## config.mk

```make
export PLATFORM = sky130hd
export DESIGN_NAME = multicycle_controller
export DESIGN_NICKNAME = d
export VERILOG_FILES = /design/src/rtl/multicycle_controller_pkg.sv /design/src/rtl/multicycle_controller_condlogic.sv /design/src/rtl/multicycle_controller.sv
export SDC_FILE = /design/constraint.sdc
export NUM_CORES = 1
export LEC_CHECK = 0
export BUFFER_PORTS_ARGS = -buffer_cell sky130_fd_sc_hd__buf_2
export CAP_MARGIN = 20
export CORE_UTILIZATION = 44
export DETAILED_ROUTE_END_ITERATION = 8
export GPL_TIMING_DRIVEN = 0
export PLACE_DENSITY = 0.79
export SLEW_MARGIN = 20
export SYNTH_ARGS = -nofsm -noshare
export SYNTH_HDL_FRONTEND = slang
export SYNTH_SLANG_ARGS = --single-unit
```

## constraint.sdc

```tcl
create_clock -name clk -period 2.1 [get_ports clk]
set_input_delay 0.21 -clock clk [delete_from_list [all_inputs] [get_ports clk]]
set_output_delay 0.21 -clock clk [all_outputs]
set_load 0.05 [all_outputs]
```

## src/rtl/multicycle_controller_pkg.sv

```systemverilog
// Shared encodings for the multicycle ARM-subset controller: FSM states,
// instruction field codes and datapath select values.
package ctrl_pkg;

    typedef enum logic [3:0] {
        FETCH    = 4'd0,
        DECODE   = 4'd1,
        MEMADR   = 4'd2,
        MEMRD    = 4'd3,
        MEMWB    = 4'd4,
        MEMWR    = 4'd5,
        EXECUTER = 4'd6,
        EXECUTEI = 4'd7,
        ALUWB    = 4'd8,
        BRANCH   = 4'd9
    } state_t;

    localparam logic [1:0] ALU_ADD = 2'b00;
    localparam logic [1:0] ALU_SUB = 2'b01;
    localparam logic [1:0] ALU_AND = 2'b10;
    localparam logic [1:0] ALU_ORR = 2'b11;

    localparam logic [3:0] CMD_AND = 4'b0000;
    localparam logic [3:0] CMD_SUB = 4'b0010;
    localparam logic [3:0] CMD_ADD = 4'b0100;
    localparam logic [3:0] CMD_CMP = 4'b1010;
    localparam logic [3:0] CMD_ORR = 4'b1100;

    localparam logic [1:0] OP_DP  = 2'b00;
    localparam logic [1:0] OP_MEM = 2'b01;
    localparam logic [1:0] OP_BR  = 2'b10;

    localparam logic [3:0] COND_AL = 4'b1110;
    localparam logic [3:0] R15     = 4'd15;

    localparam logic [1:0] RES_ALUOUT = 2'b00;
    localparam logic [1:0] RES_DATA   = 2'b01;
    localparam logic [1:0] RES_ALU    = 2'b10;

    localparam logic [1:0] SRCB_REG  = 2'b00;
    localparam logic [1:0] SRCB_IMM  = 2'b01;
    localparam logic [1:0] SRCB_FOUR = 2'b10;

    localparam logic [1:0] IMM_8  = 2'b00;
    localparam logic [1:0] IMM_12 = 2'b01;
    localparam logic [1:0] IMM_24 = 2'b10;

    // Returns {supported, alucontrol}; unsupported commands decode as NOPs.
    function automatic logic [2:0] decode_cmd(input logic [3:0] cmd);
        case (cmd)
            CMD_ADD: return {1'b1, ALU_ADD};
            CMD_SUB: return {1'b1, ALU_SUB};
            CMD_CMP: return {1'b1, ALU_SUB};
            CMD_AND: return {1'b1, ALU_AND};
            CMD_ORR: return {1'b1, ALU_ORR};
            default: return {1'b0, ALU_ADD};
        endcase
    endfunction

endpackage

```

## src/rtl/multicycle_controller_condlogic.sv

```systemverilog
// NZCV flag register plus condition evaluation; flag writes are masked by condex.
module condlogic
    import ctrl_pkg::*;
(
    input  logic       clk,
    input  logic       reset,
    input  logic [3:0] cond,
    input  logic [3:0] aluflags,
    input  logic [1:0] flagw,     // [1]=load N,Z  [0]=load C,V
    output logic [3:0] flags,
    output logic       condex
);

    logic n, z, c, v;
    assign {n, z, c, v} = flags;

    always_comb begin
        condex = 1'b0;
        case (cond)
            4'b0000: condex = z;
            4'b0001: condex = ~z;
            4'b0010: condex = c;
            4'b0011: condex = ~c;
            4'b0100: condex = n;
            4'b0101: condex = ~n;
            4'b0110: condex = v;
            4'b0111: condex = ~v;
            4'b1000: condex = c & ~z;
            4'b1001: condex = ~c | z;
            4'b1010: condex = (n == v);
            4'b1011: condex = (n != v);
            4'b1100: condex = ~z & (n == v);
            4'b1101: condex = z | (n != v);
            4'b1110: condex = 1'b1;
            default: condex = 1'b0;
        endcase
    end

    always_ff @(posedge clk) begin
        if (reset) begin
            flags <= 4'b0000;
        end else begin
            if (flagw[1] && condex) flags[3:2] <= aluflags[3:2];
            if (flagw[0] && condex) flags[1:0] <= aluflags[1:0];
        end
    end

endmodule

```

## src/rtl/multicycle_controller.sv

```systemverilog
// Sequencer for the shared-ALU / unified-memory datapath: state register,
// per-state select and enable decode, and the flag-write request to condlogic.
module multicycle_controller
    import ctrl_pkg::*;
(
    input  logic       clk,
    input  logic       reset,
    input  logic [3:0] cond,
    input  logic [1:0] op,
    input  logic [5:0] funct,
    input  logic [3:0] rd,
    input  logic [3:0] aluflags,
    output logic       pcwrite,
    output logic       adrsrc,
    output logic       memwrite,
    output logic       irwrite,
    output logic       regwrite,
    output logic [1:0] resultsrc,
    output logic       alusrca,
    output logic [1:0] alusrcb,
    output logic [1:0] alucontrol,
    output logic [1:0] immsrc,
    output logic [1:0] regsrc,
    output logic [3:0] flags,
    output logic [3:0] state
);

    state_t     st;
    logic       condex;
    logic [1:0] flagw;
    logic       cmd_ok;
    logic [1:0] cmd_alu;
    logic [3:0] cmd;
    logic       pcw, mw, irw, rw;

    assign cmd               = funct[4:1];
    assign {cmd_ok, cmd_alu} = decode_cmd(cmd);
    assign state             = st;

    condlogic u_condlogic (
        .clk      (clk),
        .reset    (reset),
        .cond     (cond),
        .aluflags (aluflags),
        .flagw    (flagw),
        .flags    (flags),
        .condex   (condex)
    );

    always_ff @(posedge clk) begin
        if (reset) begin
            st <= FETCH;
        end else begin
            case (st)
                FETCH:  st <= DECODE;
                DECODE: begin
                    case (op)
                        OP_MEM:  st <= MEMADR;
                        OP_DP:   st <= funct[5] ? EXECUTEI : EXECUTER;
                        OP_BR:   st <= BRANCH;
                        default: st <= FETCH;
                    endcase
                end
                MEMADR:   st <= funct[0] ? MEMRD : MEMWR;
                MEMRD:    st <= MEMWB;
                EXECUTER: st <= ALUWB;
                EXECUTEI: st <= ALUWB;
                default:  st <= FETCH;
            endcase
        end
    end

    always_comb begin
        pcw        = 1'b0;
        mw         = 1'b0;
        irw        = 1'b0;
        rw         = 1'b0;
        adrsrc     = 1'b0;
        resultsrc  = RES_ALUOUT;
        alusrca    = 1'b0;
        alusrcb    = SRCB_REG;
        alucontrol = ALU_ADD;
        immsrc     = IMM_8;
        regsrc     = 2'b00;
        flagw      = 2'b00;
        case (st)
            FETCH: begin
                irw       = 1'b1;
                alusrca   = 1'b1;
                alusrcb   = SRCB_FOUR;
                resultsrc = RES_ALU;
                pcw       = 1'b1;
            end
            DECODE: begin
                alusrca   = 1'b1;
                alusrcb   = SRCB_FOUR;
                resultsrc = RES_ALU;
                regsrc    = {op == OP_MEM, op == OP_BR};
                immsrc    = op;
            end
            MEMADR: begin
                alusrcb = SRCB_IMM;
                immsrc  = IMM_12;
            end
            MEMRD: adrsrc = 1'b1;
            MEMWB: begin
                resultsrc = RES_DATA;
                rw        = condex;
                pcw       = condex && (rd == R15);
            end
            MEMWR: begin
                adrsrc = 1'b1;
                mw     = condex;
            end
            EXECUTER, EXECUTEI: begin
                alucontrol = cmd_alu;
                if (st == EXECUTEI) alusrcb = SRCB_IMM;
                // Logical ops only refresh N,Z; arithmetic ops refresh all four.
                if (cmd_ok && (funct[0] || cmd == CMD_CMP))
                    flagw = (cmd == CMD_AND || cmd == CMD_ORR) ? 2'b10 : 2'b11;
            end
            ALUWB: begin
                resultsrc = RES_ALUOUT;
                rw        = condex && cmd_ok && (cmd != CMD_CMP);
                pcw       = condex && cmd_ok && (cmd != CMD_CMP) && (rd == R15);
            end
            BRANCH: begin
                regsrc    = 2'b01;
                alusrcb   = SRCB_IMM;
                immsrc    = IMM_24;
                resultsrc = RES_ALU;
                pcw       = condex;
            end
            default: ;
        endcase
    end

    assign pcwrite  = pcw & ~reset;
    assign memwrite = mw & ~reset;
    assign irwrite  = irw & ~reset;
    assign regwrite = rw & ~reset;

endmodule
```

# --- Yosys cells after proc, flatten, opt, wreduce, memory -nomap -nowiden ---
# Cells that the tools add are included.
# Widths: inputs -> output; s select.
totals:
  out_inout_bits: 24
  in_bits: 22
  elab_cells: 89
  register_bits: 8
op_classes:
  n_mux: 21
  eq_ne: 33
  reduce_logical: 19
  n_bitwise: 13
ops:
  columns: ["op", "n"]
  rows:
  - ["$eq 4x4->1 const B", 12]
  - ["$eq 4x3->1 const B", 9]
  - ["$eq 4x2->1 const B", 5]
  - ["$pmux 4 s5", 1]
  - ["$pmux 1 s15", 1]
  - ["$logic_not 4->1", 3]
  - ["$pmux 2 s3", 2]
  - ["$pmux 3 s4", 1]
  - ["$pmux 4 s3", 1]
  - ["$reduce_or 2->1", 5]
  - ["$eq 4x1->1 const B", 2]
  - ["$pmux 2 s2", 2]
  - ["$logic_and 1x1->1", 7]
  - ["$mux 1", 7]
  - ["$and 1x1->1", 6]
  - ["$mux 2", 3]
  - ["$not 1->1", 5]
  - ["$ne 4x4->1 const B", 1]
  - ["$pmux 1 s4", 1]
  - ["$mux 3", 1]
  - ["$reduce_or 3->1", 1]
  - ["$eq 2x1->1 const B", 1]
  - ["$eq 2x2->1 const B", 1]
  - ["$logic_not 2->1", 1]
  - ["other kinds (5)", 7]

# --- Depth between registers and ports, before layout ---
# Gate-level depths: netlist (run 1).
logic_depth:
  ltp_word: 8
  depth_mapped: 7
  mapped_depth_nobuf: 6

# --- Cells and area by module ---
# Synthesis (run 1) repeated with hierarchy kept, for this count alone.
unflattened:
  hier_cells: 133
  area_unflattened_um2: 1024.7
modules_own_cells:
  columns: ["mod", "n_inst", "seq_area_each_um2", "cells_each", "area_per_inst_um2"]
  rows:
  - ["multicycle_controller", 1, 80.1, 80, 543.0]
  - ["condlogic", 1, 80.1, 53, 481.7]

# --- Worst setup path before layout (run 1) ---
# OpenSTA, ideal clock, no wires.
synth_path:
  path_kind: "reg-to-output"
  start: "register st[1], in the netlist state[1]"
  end: "output port alucontrol[1]"
  path_stages_with_launch: 5
  t_arrival_ns: 2.952
  n_path_buf: 1
  path_slack_ns: -1.062
  required_time_ns: 1.890
  path_cell_list: "dfxtp_1 > buf_2 > nand2_1 > or3_1 > nor4_1"
synth_via:
  elab_chain_len: 3
synth_lines:
  columns: ["item", "line_no", "text"]
  rows:
  - ["from (decl)", "multicycle_controller.sv:28", "state_t st;"]
  - ["from (signal assigned)", "multicycle_controller.sv:59", "OP_DP: st <= funct[5] ? EXECUTEI : EXECUTER;"]
  - ["from (signal assigned)", "multicycle_controller.sv:64", "MEMADR: st <= funct[0] ? MEMRD : MEMWR;"]
  - ["$eq 4x3->1", "multicycle_controller.sv:86", "case (st)"]
  - ["$reduce_or 2->1 (no source line) (*)", null, null]
  - ["$mux 2 (*)", "multicycle_controller.sv:86", null]
  - ["to (decl)", "multicycle_controller.sv:21", "output logic [1:0] alucontrol,"]
# Mark *: on every way between the ends. The rest lies on a longest branch, timed or not.

# --- Worst setup path in the final report (run 1) ---
layout_path:
  start: "register u_condlogic.flags[0]"
  end: "output port regwrite"
layout_via:
  elab_chain_len: 7
layout_lines:
  columns: ["item", "line_no", "text"]
  rows:
  - ["from (decl)", "multicycle_controller_condlogic.sv:10", "output logic [3:0] flags,"]
  - ["from (signal assigned)", "multicycle_controller_condlogic.sv:44", "if (flagw[0] && condex) flags[1:0] <= aluflags[1:0];"]
  - ["$ne 1x1->1 or $eq 1x1->1 (tied branches)", null, null]
  - ["$or 1x1->1 or $and 1x1->1 (tied branches)", "multicycle_controller_condlogic.sv:33, multicycle_controller_condlogic.sv:32", null]
  - ["$pmux 1 s15 (*)", "multicycle_controller_condlogic.sv:19", "case (cond)"]
  - ["$logic_and 1x1->1 (2 in a row)", "multicycle_controller.sv:124", "rw = condex && cmd_ok && (cmd != CMD_CMP);"]
  - ["$pmux 1 s2 (*)", "multicycle_controller.sv:86", null]
  - ["$and 1x1->1 (*)", "multicycle_controller.sv:141", "assign regwrite = rw & ~reset;"]
  - ["to (decl)", "multicycle_controller.sv:17", "output logic regwrite,"]
# Marks and branches as above.

==> results list, run 1 <==
* DRC marker count from the first detailed-route iteration: 34
- Buffers added on ports: 44
* Setup repair after global routing missed its margin: yes
- In the global route stage, met2 resource usage came out at 0.366.
- The floorplan step set the die width to 45.8 um.
* Number of top-level design ports: 46
- Worst Min Path Start: aluflags[2]
- Count of antenna diodes in the layout: 0
- The region available for standard cell placement spans approximately 0.0018 mm^2.
- Vias/cell: 5.36
* Worst hold path depth: 3
- Internal power component: 0.324 mW
* Switching Fraction: 0.441
- NumNets Final: 188
* Post-cts hold buffer count: 0
* Number of sinks on the clock net: 8
- The via count of the first global-routing pass is ~840.
* Setup Skew: 0.00740 ns
- Maximum number of pins on one net before global-route repair: 11
* Relative contribution of the clock network to total power: 0.217
- Antenna viol nets, final: 0
- Worst-path maximum fanout: 2
- The synthesized design contains 0 enable-type register cells.
- In the global route stage, overall resource usage came out at 0.227.
- Share of async-settable or async-resettable flops after synthesis: 0
- Cell Pwr Density: 440 mW/mm^2
- Global-route wire length before repair: 3540 um
- Nature of the critical path startpoint: flop
- Post-detailed-route wirelength per cell: about 13 um
- In this run the deepest clock path goes through 2 buffers.
* Crit path DAT: 2.02 ns
- Flop and latch count out of synthesis: 8
- Critical path class: flop to output port
* Die span in y: roughly 46 um
- TritonCTS created 3 clock buffers.
- The checks that failed: setup timing.
- The floorplan step defined a die boundary enclosing 0.00210 mm^2.
- In this run the most used layer during global routing was met2.
- Latest clock arrival within the worst-skew pair: approximately 0.26 ns
* Slew at the pin closest to its max-slew limit: ~0.49 ns
- Leftover overflow at the end of global routing: 0
* Met1 track utilization from global routing: 0.313
- Highest-count cells in the layout ignoring fill and taps: buf_2, nand2b_1, nor2_1, inv_1, a21oi_1
- Leading cell type in the layout, fill and taps excluded: buf_2
- The placed instances occupy a cell area of 0.00117 mm^2.
- The share of total power dissipated in sequential elements is 0.269.
* Buffer type at the clock tree root: clkbuf_4
- Final cell area excluding filler cells: 0.00132 mm^2
- Slack of the worst reg-to-reg path: 0.10 ns
* Total detailed-routing wirelength: 2440 um
* Remaining design rule violation count: 0
- Clock-pin slew was measured on the worst setup and hold paths at 0.06 ns.
- The final-report hold violation count is 0.
* Worst Reg-to-Reg Cells: 8
- Number of different library cells in the post-synthesis netlist: 38
- The initial utilization of the core area, before any placement, comes to 0.479.
- Seq/Total Area, Yosys: 0.189
- Before antenna repair, the detailed router went through 5 iterations.
- CTS tree: yes
- End point of the worst hold path: u_condlogic.flags[2]
- Setup-failing EPs final: 3
- Worst setup EP type: output port
* DPL Wire Length: between 1500 and 2000 um
- Final setup slack of the worst path: -0.132 ns
- In this run the tightest slew margin relative to its limit is 0.674.
- Startpoint of the worst-slack reg-to-reg timing path: u_condlogic.flags[0]
* Clock period minus final worst setup slack: 2.23 ns
* Design Power: 0.579 mW
- Of the total power, combinational logic draws 0.513.
- Worst-case vdd ir drop: 0.000382 V
- After floorplanning, the core was divided into 15 placement rows.
- Across the run, the number of max-cap violations was 0.
- Dividing the final minimum period by the clock period gives 1.06.
* Synthesized netlist net count: around 130
* Worst path required time: roughly 1.9 ns
* Switching power total: about 0.26 mW
- Hold Path Class: input pin to flop
- The initial antenna violation count is 0.
- Syn-to-layout area delta: 55.5%
- Reg-to-Reg End: u_condlogic.flags[3]
- Final RePlAce weighted congestion: 0.754
* Met3 global-route usage: 0.0357
- Post-Route Hold Slack: 0.211 ns
* Mean Syn Cell Area: about 7.6 um^2
- Derived from the worst setup path, the maximum achievable clock frequency is 448 MHz.
- Yosys warning count: 0
- Most used flip-flop cell after synthesis: dfxtp_1
* Pleak: ~0.57 nW
- The count of pins over their slew limit came to 0.
* Mapped cell area: 846 um^2
- Number of instances in the synthesized netlist: 112
- In this run the number of H-tree levels came out at 1.
- Vias post-DR: slightly above 1000
* Share of final-layout standard cells stronger than drive strength 1: 0.485
- The flow ran to the end, but the final reports show violations.
## timing repair
| item | in CTS | in global routing |
|---|---|---|
| endpoints found under the hold margin | 0 | 0 |
| resized for setup | 12 | 11 |
| buffers inserted | 3 | 2 |
| setup endpoints to repair | 4 | 4 |
| pin swaps | 5 | 3 |
## flip-flops by register name, indices dropped and copies added, names as in the netlist
name               cells
u_condlogic.flags      4
state                  4
## Yosys cell counts, drive strengths merged (3+ instances only)
cell type	number	area (um^2)
or3	3	18.8
dfxtp	8	160
a21oi	9	45.0
nor2	10	37.5
nand2	3	11.3
nand2b	9	56.3
mux2i	7	70.1
xnor2	3	26.3
nor3	9	45.0
inv	9	33.8
nor2b	3	18.8
nand3	4	20.0
o21ai	4	20.0
clkbuf	5	20.0
## stage by stage
step	util	std cells	TNS, ns	worst slack (ns)
2_1_floorplan	-	112	-3.35	-0.473
3_3_place_gp	0.661	181	-0.0813	-0.0813
3_5_place_dp	0.661	181	-0.112	-0.112
4_1_cts	0.713	188	-0.273	-0.124
5_1_grt	0.745	190	-0.467	-0.204
6_report	0.745	190	-0.284	-0.132
## worst max-delay path, cell delays in order (launching register included)
cell       delay [ns]
dfxtp_4          0.36
xnor2_4          0.14
a311oi_2         0.26
mux2i_1          0.13
o2bb2a_4         0.22
or2_4            0.25
a2111oi_4        0.20
buf_6            0.20
## per-layer routing
| metal | wire length (um) | up-vias |
|---|---|---|
| li1 | - | 507 |
| met1 | 1100 | 478 |
| met2 | 1240 | 31 |
| met3 | 96 | 2 |
| met4 | 8 | 0 |
| met5 | 0 | - |
## how the worst max path moves through the flow
stage,from,to,slack [ns],depth (start not counted)
floorplan,state[0],alusrcb[0],-0.47,3
global placement,u_condlogic.flags[0],regwrite,-0.08,7
detailed placement,u_condlogic.flags[0],regwrite,-0.11,7
CTS,u_condlogic.flags[1],regwrite,-0.12,7
global route,u_condlogic.flags[0],regwrite,-0.20,7
finish,u_condlogic.flags[0],regwrite,-0.13,7
## power groups by stage
stage | clock network [mW] | logic, mW | registers [mW]
6_report | 0.126 | 0.297 | 0.156
5_1_grt | 0.139 | 0.316 | 0.156
4_1_cts | 0.130 | 0.282 | 0.156
3_5_place_dp | 0 | 0.271 | 0.159
3_3_place_gp | 0 | 0.267 | 0.159
2_1_floorplan | 0 | 0.185 | 0.176
## cells by family after synthesis
family                   Yosys count  share of synthesized area
flip-flops                         8                      0.189
XOR/XNOR                           5                     0.0518
buffers and inverters             16                     0.0784
adder cells (fa/ha/maj)            1                     0.0118
AO/OA/AOI/OAI                     24                      0.231
multiplexers                       8                     0.0962
AND/OR/NAND/NOR                   50                      0.342
## final cells by class
type / instances / area [um^2]
Clock buffer: 4 / 26.3
Inverter: 9 / 33.8
Sequential cell: 8 / 175
Buffer: 7 / 37.5
Fill cell: 154 / 449
Multi-Input combinational cell: 88 / 722
Tap cell: 25 / 31.3
Timing Repair Buffer: 49 / 289
Power figures use the tool's default switching activity.
==> run 2, diff against run 1 <==
CORE_ASPECT_RATIO = 0.7   (was unset)
==> run 2 against run 1 <==
Effect of this change:
- combinational power is essentially flat
- design area shrank 2.0%
- sequential cell count unchanged
- cell count down 1.1%
- the flow still finishes with violations (setup timing)
- clock power about the same
- non-clock buffer count increased by 2
- setup slack better by 0.0076 ns
- sequential share of layout area grew 0.27 points
- register-to-register slack barely moved
- die area rose by 0.13%
- first-iteration DRC count up 5.9%
- sequential power about the same
==> results list, run 2 (synthesis results as in run 1) <==
* Buffers added on ports: 44
* Core footprint: between 0.0015 and 0.002 mm^2
- After detailed routing, the average wire length per cell comes to around 14 um.
* Count of antenna diodes in the layout: 0
- The via count of the first global-routing pass was between 800 and 900.
- The worst hold path begins at aluflags[3].
* Pleak: approximately 0.57 nW
* Remaining design rule violation count: 0
- The count of pins over their slew limit came to 0.
* Register area: 175 um^2
- First element of the critical path: u_condlogic.flags[0]
- Buffer type at the clock tree root: clkbuf_4
- Num rows: 12
* Number of max-capacitance violations reported: 0
- Headroom to the max-slew limit came out at 0.677.
- Subtracting the final worst setup slack from the clock period gives between 2 and 2.5 ns.
* Switching power total: 0.259 mW
* Setup Skew: 0.00407 ns
* NumNets Final: 190
- Dividing the final minimum period by the clock period gives 1.06.
- The min-delay analysis places its worst path in the category input pin to flop.
- After layout, the worst setup slack is -0.124 ns.
- Area taken by multi-input logic gates: a little under 700 um^2
- Sequential power share: 0.268
- The die covers approximately 0.0021 mm^2.
- The initial antenna violation count was 0.
- Fillers: 130
* Syn-to-layout area delta: 52.4%
* CTS Buf Count: 3
- Total detailed-routing wirelength: 2580 um
- Worst-path maximum fanout: 3
- Leading cell type in the layout, fill and taps excluded: buf_2
* Worst path required time: 1.89 ns
- After detailed placement, the design holds a cell count of around 180.
- Final RePlAce weighted congestion: 0.777
- For this run, the total global-route usage over all layers was measured as 0.248.
- STA classifies the critical path startpoint as a flop.
- Maximum operating frequency: 450 MHz
* Crit path DAT: ~2.0 ns
- Setup violations remaining at the end of the flow were counted as 3.
- Vias post-DR: 1004
- Non-filler cells in the finished layout: 188
- After global routing the overflow that remains totals 0.
- CTS tree: yes
- Entering global routing, the biggest net connects 11 pins.
* Vias/cell: 5.34
- Die X-Extent: 54.4 um
* Antenna viol nets, final: 0
* Status: finished, violations left
* Stage delay of the slowest cell on the critical path: 0.36 ns
- In the final layout, the share of cells above drive strength 1 is 0.467.
- Across the VDD grid, the largest voltage drop is around 0.00044 V.
- The top cell types in the final layout, fill and taps aside, are buf_2, nor2_1, nand2b_1, inv_1, buf_4.
- Design Power: 0.581 mW
- Clock-pin slew on the worst setup and hold paths: 0.06 ns
- Worst setup EP type: output port
* Violated checks: setup timing
- 46 I/O pins were placed.
* Internal power component: 0.322 mW
* Switching Fraction: 0.445
- CTS built an H-tree with a depth of 1.
- Setup repair after global routing could not meet its margin everywhere.
* Cell Pwr Density: 450 mW/mm^2
* Portion of total power attributed to combinational logic: 0.511
- Summing all non-filler instances in the final layout gives an area of 0.00129 mm^2.
* Length of the first detailed-routing pass in iterations: 4
* Latest clock arrival within the worst-skew pair: about 0.25 ns
* Placed cell area: 0.00116 mm^2
* Global-route wire length before repair: about 3700 um
* DRC marker count from the first detailed-route iteration: 36
- Critical path class: flop to output port
- Slew at the pin closest to its max-slew limit: 0.485 ns
- Relative contribution of the clock network to total power: 0.221
* Number of sinks on the clock net: 8
- Measured along the y axis, the die boundary spans 38.7 um.
- The initial utilization of the core area, before any placement, comes to 0.499.
- Count of endpoints failing hold in the final timing report: 0
* DPL Wire Length: 1940 um
* Longest Clk Path Bufs: 2
- The critical path goes through xnor2_4, a311oi_2, mux2i_1, o2bb2a_4, or2_4, a2111oi_4, buf_6.
- Setup slack on the worst reg-to-reg path comes out at about 0.11 ns.
- Startpoint of the worst-slack reg-to-reg timing path: u_condlogic.flags[0]
- The slowest stage of the critical path belongs to the cell dfxtp_4.
[run 2: cell count changes in the layout (fill, tap and decap cells not counted), sizes merged]
cell,previous run,this run
buf,49,51
[run 2: timing repair]
action | 4_1_cts | 5_1_grt
gates resized for setup | 10 | 4
pin swaps | 4 | 3
hold buffers | 0 | 0
setup endpoints to repair | 6 | 5
buffers inserted | 5 | 2
cloned | 0 | 0
hold endpoints to repair | 0 | 0
[run 2: path summary, 6_finish.rpt]
| path | cells past startpoint | end |
|---|---|---|
| worst max-delay path | 7 | regwrite |
| worst min-delay path | 3 | u_condlogic.flags[3] |
| worst max register to register | 8 | u_condlogic.flags[0] |
| worst min register to register | 2 | u_condlogic.flags[2] |
[run 2: worst max-delay path: cells and delay by family (launching register included)]
family	cells	cell delay [ns]
buffers and inverters	1	0.20
flip-flops	1	0.36
multiplexers	1	0.14
AND/OR/NAND/NOR	1	0.25
XOR/XNOR	1	0.15
AO/OA/AOI/OAI	3	0.66
[run 2: layout make-up]
cell class,count,area share
sequential,8,0.136
multi-input combinational,88,0.535
buffer,7,0.0291
inverter,9,0.0262
clock buffer,4,0.0204
tap,21,0.0204
timing repair buffer,51,0.233
[run 2: power groups by stage]
stage,Sequential [mW],Combinational [mW],Clock (mW)
after floorplan,0.176,0.185,0
after global placement,0.158,0.267,0
after detailed placement,0.159,0.273,0
after CTS,0.155,0.282,0.133
after global routing,0.156,0.313,0.143
final,0.156,0.297,0.128
[run 2: per-stage QoR]
| step | setup TNS (ns) | hold slack (ns) | util | setup slack (ns) |
|---|---|---|---|---|
| 2_1_floorplan | -3.35 | 0.351 | - | -0.473 |
| 3_3_place_gp | -0.0871 | 0.462 | 0.684 | -0.0871 |
| 3_5_place_dp | -0.123 | 0.474 | 0.684 | -0.123 |
| 4_1_cts | -0.197 | 0.204 | 0.739 | -0.127 |
| 5_1_grt | -0.598 | 0.208 | 0.760 | -0.235 |
| 6_report | -0.282 | 0.205 | 0.760 | -0.124 |
[run 2: routing by layer]
layer	vias up	part of all wire	global-route usage
met5	-	0	0
met4	0	0	0.0513
met3	0	0.054	0.0235
met2	39	0.47	0.402
met1	456	0.48	0.352
li1	509	-	-
